### src/rtl/ahb_rsa_word_mover.sv
// ahb_rsa_word_mover: copies N words from an AHB source into the rsa2048 slave window with single non-pipelined transfers
module ahb_rsa_word_mover #(
  parameter int P_DST_INC = 1,
  parameter int P_LEN_W = 8
) (
  input  logic               HCLK,
  input  logic               HRESETn,
  input  logic               start,
  input  logic [31:0]        src_addr,
  input  logic [31:0]        dst_addr,
  input  logic [P_LEN_W-1:0] num_words,
  output logic               busy,
  output logic               done,
  output logic               error,
  output logic               irq,
  output logic               mHBUSREQ,
  input  logic               mHGRANT,
  output logic [31:0]        mHADDR,
  output logic [1:0]         mHTRANS,
  output logic               mHWRITE,
  output logic [2:0]         mHSIZE,
  output logic [2:0]         mHBURST,
  output logic [3:0]         mHPROT,
  output logic               mHLOCK,
  output logic [31:0]        mHWDATA,
  input  logic [31:0]        mHRDATA,
  input  logic [1:0]         mHRESP,
  input  logic               mHREADY
);
  typedef enum logic [2:0] {IDLE, REQ, RD_A, RD_D, WR_A, WR_D, DONE, ERR} state_t;
  state_t state, state_n;
  logic [31:0] src_q, dst_q, buf_q;
  logic [P_LEN_W-1:0] cnt;
  logic ok_beat, bus_err;
  assign ok_beat = mHREADY && mHRESP == 2'b00;
  assign bus_err = mHRESP == 2'b01;
  always_comb begin
    state_n = state;
    case (state)
      IDLE: if (start) state_n = (num_words == '0) ? DONE : REQ;
      REQ:  if (mHGRANT && mHREADY) state_n = RD_A;
      RD_A: if (mHREADY) state_n = RD_D;
      RD_D: state_n = bus_err ? ERR : ok_beat ? WR_A : RD_D;
      WR_A: if (mHREADY) state_n = WR_D;
      WR_D: state_n = bus_err ? ERR : !ok_beat ? WR_D : (cnt == P_LEN_W'(1)) ? DONE : mHGRANT ? RD_A : REQ;
      default: state_n = IDLE;
    endcase
  end
  assign busy     = state != IDLE;
  assign done     = state == DONE || state == ERR;
  assign mHBUSREQ = state inside {REQ, RD_A, RD_D, WR_A, WR_D};
  assign mHTRANS  = (state == RD_A || state == WR_A) ? 2'b10 : 2'b00;
  assign mHWRITE  = state == WR_A;
  assign mHADDR   = (state == RD_A) ? src_q : (state == WR_A) ? dst_q : '0;
  assign mHWDATA  = buf_q;
  assign mHSIZE   = 3'b010;
  assign mHBURST  = 3'b000;
  assign mHPROT   = 4'b0011;
  assign mHLOCK   = 1'b0;
  // addresses are stored word-aligned so increments wrap cleanly at 2^32
  always_ff @(posedge HCLK or negedge HRESETn) begin
    if (!HRESETn) begin
      state <= IDLE;
      src_q <= '0;
      dst_q <= '0;
      buf_q <= '0;
      cnt   <= '0;
      error <= 1'b0;
      irq   <= 1'b0;
    end else begin
      state <= state_n;
      if (state == IDLE && start) begin
        src_q <= src_addr & ~32'h3;
        dst_q <= dst_addr & ~32'h3;
        cnt   <= num_words;
        error <= 1'b0;
        irq   <= 1'b0;
      end
      if (state == RD_D && ok_beat) buf_q <= mHRDATA;
      if (state == WR_D && ok_beat) begin
        src_q <= src_q + 32'd4;
        if (P_DST_INC != 0) dst_q <= dst_q + 32'd4;
        cnt <= cnt - P_LEN_W'(1);
      end
      if (state_n == ERR) error <= 1'b1;
      if (state_n == DONE || state_n == ERR) irq <= 1'b1;
    end
  end
endmodule

### config.mk
export PLATFORM = sky130hd
export DESIGN_NAME = ahb_rsa_word_mover
export DESIGN_NICKNAME = d
export VERILOG_FILES = /design/src/rtl/ahb_rsa_word_mover.sv
export SDC_FILE = /design/constraint.sdc
export NUM_CORES = 1
export LEC_CHECK = 0
export ABC_AREA = 1
export ABC_CLOCK_PERIOD_IN_PS = 2500
export CAP_MARGIN = 5
export CORE_ASPECT_RATIO = 0.8
export CORE_MARGIN = 5
export CORE_UTILIZATION = 49
export DETAILED_ROUTE_END_ITERATION = 10
export GPL_ROUTABILITY_DRIVEN = 0
export PLACE_DENSITY = 0.94
export SLEW_MARGIN = 20
export SYNTH_ARGS = -nofsm -noshare
export SYNTH_HDL_FRONTEND = slang
export SYNTH_SLANG_ARGS = --single-unit
### constraint.sdc
create_clock -name HCLK -period 2.5 [get_ports HCLK]
set_clock_uncertainty 0.2 [all_clocks]
set_input_delay 0.25 -clock HCLK [delete_from_list [all_inputs] [get_ports HCLK]]
set_output_delay 0.25 -clock HCLK [all_outputs]
set_load 0.005 [all_outputs]
==> results.py, run 1 <==
metrics = {
    "placed_design": {
        "postPlaceCellArea_mm2": 0.008666,
        "hpwl_um": 17000,
        "port_buffers": 175,
        "place_ws_ns": 0.2436,
    },
    "route": {
        "ant_nets": 0,
        "drc": 0,
        "dr.pass1.iters": 8,
        "vias": 7556,
        "avgRoutedWirePerCell_um": 17.54,
        "avgViaCountPerCell": 5.750,
        "dr.first_iter.drc_count": 927,
        "routed_wl_um": 23050,
    },
    "die": {
        "io_pins": 194,
        "core_mm2": 0.01346,
        "rows": 38,
        "die_h_um": 114.4,
        "dieArea_mm2": 0.01607,
        "initial_core_util": 0.4961,
        "die_x_um": 140.5,
    },
    "synthesis": {
        "synth_top_family_by_area": "simple AND/OR/NAND/NOR gates",
        "synth_edf_count": 0,
        "synth-xor-area-share": 0.01050,
        "synth_area_mm2": 0.006675,
        "synthDistinctLibCells": 31,
        "synth_area_leader_cell": "dfrtp_1",
        "seq_area_frac_synth": 0.3936,
        "yosysMostFrequentCell": "nand2_1",
        "yosys.area_share.simple": 0.3269,
        "syn_inst": 953,
        "avgSynthCellArea_um2": 7.004,
        "ys_ff_latch": 105,
        "synth_common_cells": "nand2_1 (282), nor2_1 (141), dfrtp_1 (105)",
        "async_reset_ff_frac": 1.000,
        "synth_mux_area_frac": 0.05398,
        "synth_compound_area_frac": 0.1162,
        "synthTopCellsByArea": "dfrtp_1 (39%), nand2_1 (16%), nor2_1 (7.9%), nand3_1 (6.3%), mux2_2 (5.4%)",
        "synth_top_area_share": 0.3936,
        "synthAdderAreaFrac": 0.007498,
        "ys_warn_count": 0,
        "synth_flop_cell": "dfrtp_1",
    },
    "pwr": {
        "ir_drop_uv": 555.8,
        "p_leak_nw": 4.032,
        "cellPowerDensity_mw_per_mm2": 987.4,
    },
    "clocking": {
        "htree_num_levels": 3,
        "cts_tree": "done",
        "clockBufferDepth": 2,
        "clk-insertion-delay-late_ns": 0.36,
        "cts.clk_slew.worst_paths_ns": 0.09,
        "root_buffer": "clkbuf_16",
        "numCtsBuffers": 9,
        "cts_sinks": 105,
    },
    "sta": {
        "whs_ns": 0.2499,
        "max_freq_mhz": 403.2,
        "hold_viol": 0,
        "finalSetupViolCount": 0,
        "period_minus_slack_ns": 2.480,
        "slew_headroom": 0.5816,
        "worst_pin_slew_ns": 0.6277,
        "worst_slack_ns": 0.02007,
        "rsz0062_at_grt": "yes",
        "timing.final.crit_share": 0.9920,
        "drv_slew": 0,
    },
    "setup_path": {
        "worstPathMaxFanout": 29,
        "reg2reg_slack_ns": 0.30,
        "reg2reg_depth": 10,
        "r2r-start": "src_q[2]",
        "cp-end-kind": "output pin",
        "required_ns": 2.05,
        "worstPathArrival_ns": 2.03,
        "path_class": "flip-flop to output pin",
        "cp-start-kind": "flip-flop",
        "reg2reg_to": "src_q[20]",
    },
    "layout": {
        "areaGrowthSynthToFinish_pct": 36.85,
        "n_fill_cell": 1079,
        "final_nets": 1244,
        "layout-drive-gt1-share": 0.09347,
        "n_antenna_cell": 0,
        "fin_area_mm2": 0.009135,
    },
    "flow_run": {
        "drv_cap": 0,
    },
    "global_routing": {
        "antenna_found_initial": 0,
        "grt_pass1_wl_um": 36020,
        "grt-ovfl-total": 0,
        "grt_max_degree": 106,
        "grt_pass1_vias": 7260,
        "grtUsageTotal": 0.2796,
    },
    "hold_path": {
        "hold_class": "input port to asynchronous set/reset pin",
    },
    "status": {
        "status": "finished clean",
    },
}
worst max-delay path by stage:
| stage | start | to | slack, ns | cells past startpoint |
|---|---|---|---|---|
| 2_1_floorplan | src_q[2] | src_q[20] | 0.75 | 10 |
| 3_3_place_gp | state[1] | mHADDR[18] | 0.31 | 5 |
| 3_5_place_dp | state[1] | mHADDR[18] | 0.24 | 5 |
| 4_1_cts | state[1] | mHADDR[8] | -0.02 | 6 |
| 5_1_grt | state[0] | mHADDR[15] | -0.008 | 5 |
| 6_report | state[0] | mHADDR[15] | 0.02 | 5 |
power by group:
group | internal (mW) | switching, mW
Combinational | 1.95 | 2.27
Clock | 0.725 | 0.772
Sequential | 2.50 | 0.801
sequential cells by signal, indices dropped and copies added (netlist names):
register	count
src_q	30
state	3
mHWDATA	32
error	1
irq	1
cnt	8
dst_q	30
area by class of cell:
cell class	instances	area, um2	share of cell area
Timing Repair Buffer	200	2036	0.2228
Multi-Input combinational cell	723	3587	0.3927
Clock buffer	9	225.2	0.02465
Tap cell	180	225.2	0.02465
Clock inverter	7	93.84	0.01027
Sequential cell	105	2630	0.2879
Inverter	90	337.8	0.03698
cells in the final DEF, fill, tap and decap left out, types with 2 or more instances in the layout:
master / netlist / layout
o311ai_1: 2 / 2
o21ai_2: 0 / 3
dfrtp_1: 105 / 103
clkbuf_16: 0 / 9
nor2_4: 2 / 3
buf_12: 0 / 6
o21ai_1: 26 / 28
nand3_2: 2 / 2
o21ai_0: 25 / 20
xor2_1: 8 / 8
nor2_1: 141 / 140
nor3_1: 9 / 9
nand2_1: 282 / 281
o22ai_1: 32 / 22
nor2_2: 3 / 3
a211oi_1: 4 / 4
a31oi_1: 2 / 2
o221ai_1: 4 / 4
inv_2: 5 / 6
conb_1: 2 / 14
clkdlybuf4s50_1: 0 / 164
nand3_1: 84 / 83
dlymetal6s2s_1: 0 / 9
a21oi_1: 21 / 21
inv_1: 85 / 84
o22ai_2: 0 / 10
o211ai_1: 16 / 16
buf_4: 18 / 19
ha_1: 4 / 4
clkinv_8: 0 / 4
nand4_1: 7 / 7
mux2_2: 32 / 32
dfrtp_2: 0 / 2
routing by layer:
metal  vias up  share of wire  GRT usage  wire [um]
met5         -              0          0          0
met4         0          0.029    0.08263        677
met3        75           0.15    0.09854       3346
met2       572           0.46     0.4506      10510
met1      3464           0.37     0.3576       8519
li1       3445              -          -          -
stage by stage:
stage	power (mW)	setup TNS [ns]	cells	utilization
floorplan	5.281	0	965	-
global placement	7.069	0	1296	0.6440
detailed placement	7.266	0	1296	0.6440
CTS	8.832	-0.05350	1313	0.6714
global route	9.575	-0.02447	1314	0.6789
finish	9.020	0	1314	0.6789
repair_timing:
action	4_1_cts	5_1_grt
hold buffers	1	0
setup endpoints to repair	31	30
pin swaps	1	1
resized for setup	13	23
hold endpoints to repair	105	0
setup buffers	0	1
cell families after synthesis:
kind of cell,Yosys count
AOI/OAI and AO/OA,132
xor gates and xnor gates,8
adders and majority gates,4
buffers and inverters,137
DFF,105
muxes,32
other,2
and+or+nand+nor,533
critical path, cell delays in order, from the launching register on:
cell and delay (ns):
dfrtp_2 0.45, inv_1 0.14, nand3_4 0.13, buf_12 0.20, o21ai_1 0.21, clkdlybuf4s50_1 0.54
(Power assumes the default switching activity.)
==> inputs of run 2 (changes only) <==
CORE_UTILIZATION = 40   (was 49)
CTS_CLUSTER_DIAMETER = 60   (was not set)
PLACE_DENSITY = 0.81   (was 0.94)
==> run 2 against run 1 <==
Compared with the run above: combinational power about the same; first-iteration DRC count down 13%; flip-flop and latch count unchanged; maximum frequency down 0.29%; via count down 3.0%; wire length up 1.8%; sequential share of layout area down 0.13 points; critical endpoint is now mHADDR[10]; final area up 0.45%; utilization down 12 points.
==> results.py, run 2 (same netlist as run 1, synthesis figures left out) <==
metrics = {
    "route": {
        "dr.pass1.iters": 6,
        "drc": 0,
        "ant_nets": 0,
        "avgRoutedWirePerCell_um": 17.31,
        "vias": 7328,
        "avgViaCountPerCell": 5.408,
        "dr.first_iter.drc_count": 802,
        "routed_wl_um": 23460,
    },
    "setup_path": {
        "worstPathMaxFanout": 25,
        "required_ns": 2.05,
        "worstPathArrival_ns": 2.04,
        "path_class": "flip-flop to output pin",
        "worst-path-buf-inv": 2,
        "cp_top_family": "buffers and inverters",
        "cp_slowest_cell": "clkdlybuf4s50_1",
        "timing.critical_path.cells": "nor2_4 > nand2_2 > buf_8 > o22ai_2 > clkdlybuf4s50_1",
        "cp-end-kind": "output pin",
        "cp-start-kind": "flip-flop",
        "cp_slowest_stage_delay_ns": 0.55,
    },
    "pwr": {
        "total_power_mw": 9.035,
        "ir_drop_uv": 505.1,
        "p_leak_nw": 4.024,
        "cellPowerDensity_mw_per_mm2": 984.6,
    },
    "sta": {
        "finalSetupViolCount": 0,
        "period_minus_slack_ns": 2.487,
        "max_freq_mhz": 402.1,
        "worst_slack_ns": 0.01278,
        "rsz0062_at_grt": "yes",
        "slew_headroom": 0.5646,
        "drv_slew": 0,
        "timing.setup.tns_ns": 0,
        "timing.final.crit_share": 0.9949,
        "hold_viol": 0,
        "worst_pin_slew_ns": 0.6531,
    },
    "global_routing": {
        "grt_pass1_wl_um": 36300,
        "grt-ovfl-total": 0,
        "grt_pass1_vias": 6810,
        "grt_max_degree": 56,
        "grtUsageTotal": 0.2329,
        "antenna_found_initial": 0,
        "use_met1": 0.3288,
        "met3_usage": 0.06632,
        "top_usage_layer": "met2",
        "met2_usage": 0.3509,
    },
    "layout": {
        "n_fill_cell": 1516,
        "layout_commonest_cell": "nand2_1",
        "fin_area_mm2": 0.009176,
        "final_nets": 1245,
        "most-common-layout-cells": "nand2_1 (281), clkdlybuf4s50_1 (165), nor2_1 (140), dfrtp_1 (103)",
        "post-route-util": 0.5579,
        "n_antenna_cell": 0,
        "layout-drive-gt1-share": 0.09427,
        "areaGrowthSynthToFinish_pct": 37.47,
        "largest_reg_flops": 32,
    },
    "clocking": {
        "clockBufferDepth": 2,
        "root_buffer": "clkbuf_16",
        "htree_num_levels": 3,
        "clk-insertion-delay-late_ns": 0.36,
        "numCtsBuffers": 9,
        "cts_sinks": 105,
        "cts.clk_slew.worst_paths_ns": 0.08,
        "cts_tree": "done",
    },
    "placed_design": {
        "port_buffers": 175,
        "hpwl_um": 17880,
        "place_ws_ns": 0.08892,
        "postPlaceCellArea_mm2": 0.008708,
    },
    "die": {
        "rows": 42,
        "core_mm2": 0.01645,
        "die_x_um": 154.4,
        "io_pins": 194,
        "dieArea_mm2": 0.01939,
        "die_h_um": 125.5,
        "initial_core_util": 0.4058,
    },
    "status": {
        "status": "finished clean",
    },
    "hold_path": {
        "hold_class": "input port to flip-flop",
    },
    "flow_run": {
        "drv_cap": 0,
    },
}
run 2: cell count changes in the layout (fill, tap and decap cells not counted), moves of 2 or more:
cell,before,now
clkinv_8,4,0
clkinvlp_4,0,3
o21ai_0,20,24
o21ai_1,28,26
o21ai_2,3,1
run 2: worst register-to-register path, delay by kind of cell, from the launching register on:
family | cells | cell delay, ns
buffers and inverters | 1 | 0.07
adder cells (fa/ha/maj) | 1 | 0.25
AND/OR/NAND/NOR | 7 | 0.93
flip-flops | 1 | 0.57
AO/OA/AOI/OAI | 1 | 0.08
run 2: power breakdown:
group          internal, mW  total, mW  switching, mW  leakage (nW)
Sequential             2.50       3.36          0.860          1.29
Clock                 0.786       1.48          0.694         0.139
Combinational          1.93       4.19           2.26          2.59
Total                  5.22       9.03           3.82          4.02
run 2: path summary, 6_finish.rpt:
kind | startpoint | to | slack, ns | cells past startpoint
min | dst_addr[30] | dst_q[30] | 0.25 | 3
max in group asynchronous | HRESETn | mHWDATA[17] | 1.17 | 3
max | state[1] | mHADDR[10] | 0.01 | 5
max reg2reg | dst_q[2] | dst_q[20] | 0.28 | 10
min in group asynchronous | HRESETn | src_q[23] | 0.26 | 2
min reg2reg | irq | irq | 0.28 | 2
run 2: repair_timing:
item	in CTS	in global routing
buffers inserted	0	3
endpoints found under the setup margin	32	31
pin swaps	0	2
resized for setup	17	17
endpoints found under the hold margin	40	0
hold buffers	1	0
run 2: cell type report:
type,instances,area [um2],area share
timing repair buffer,201,2043,0.2227
clock buffer,9,225.2,0.02454
inverter,90,337.8,0.03681
tap,220,275.3,0.03000
sequential,105,2630,0.2866
multi-input combinational,723,3586,0.3908
clock inverter,7,78.83,0.008590
run 2: metal layers:
layer  part of all wire  vias up
met1               0.41     3417
met2               0.44      424
li1                   -     3435
met4              0.024        0
met3               0.12       52
met5                  0        -
run 2: metrics by stage:
stage	hold WS, ns	std cells
2_1_floorplan	-0.2456	965
3_3_place_gp	0.1183	1335
3_5_place_dp	0.1167	1335
4_1_cts	0.2528	1352
5_1_grt	0.2765	1355
6_report	0.2539	1355
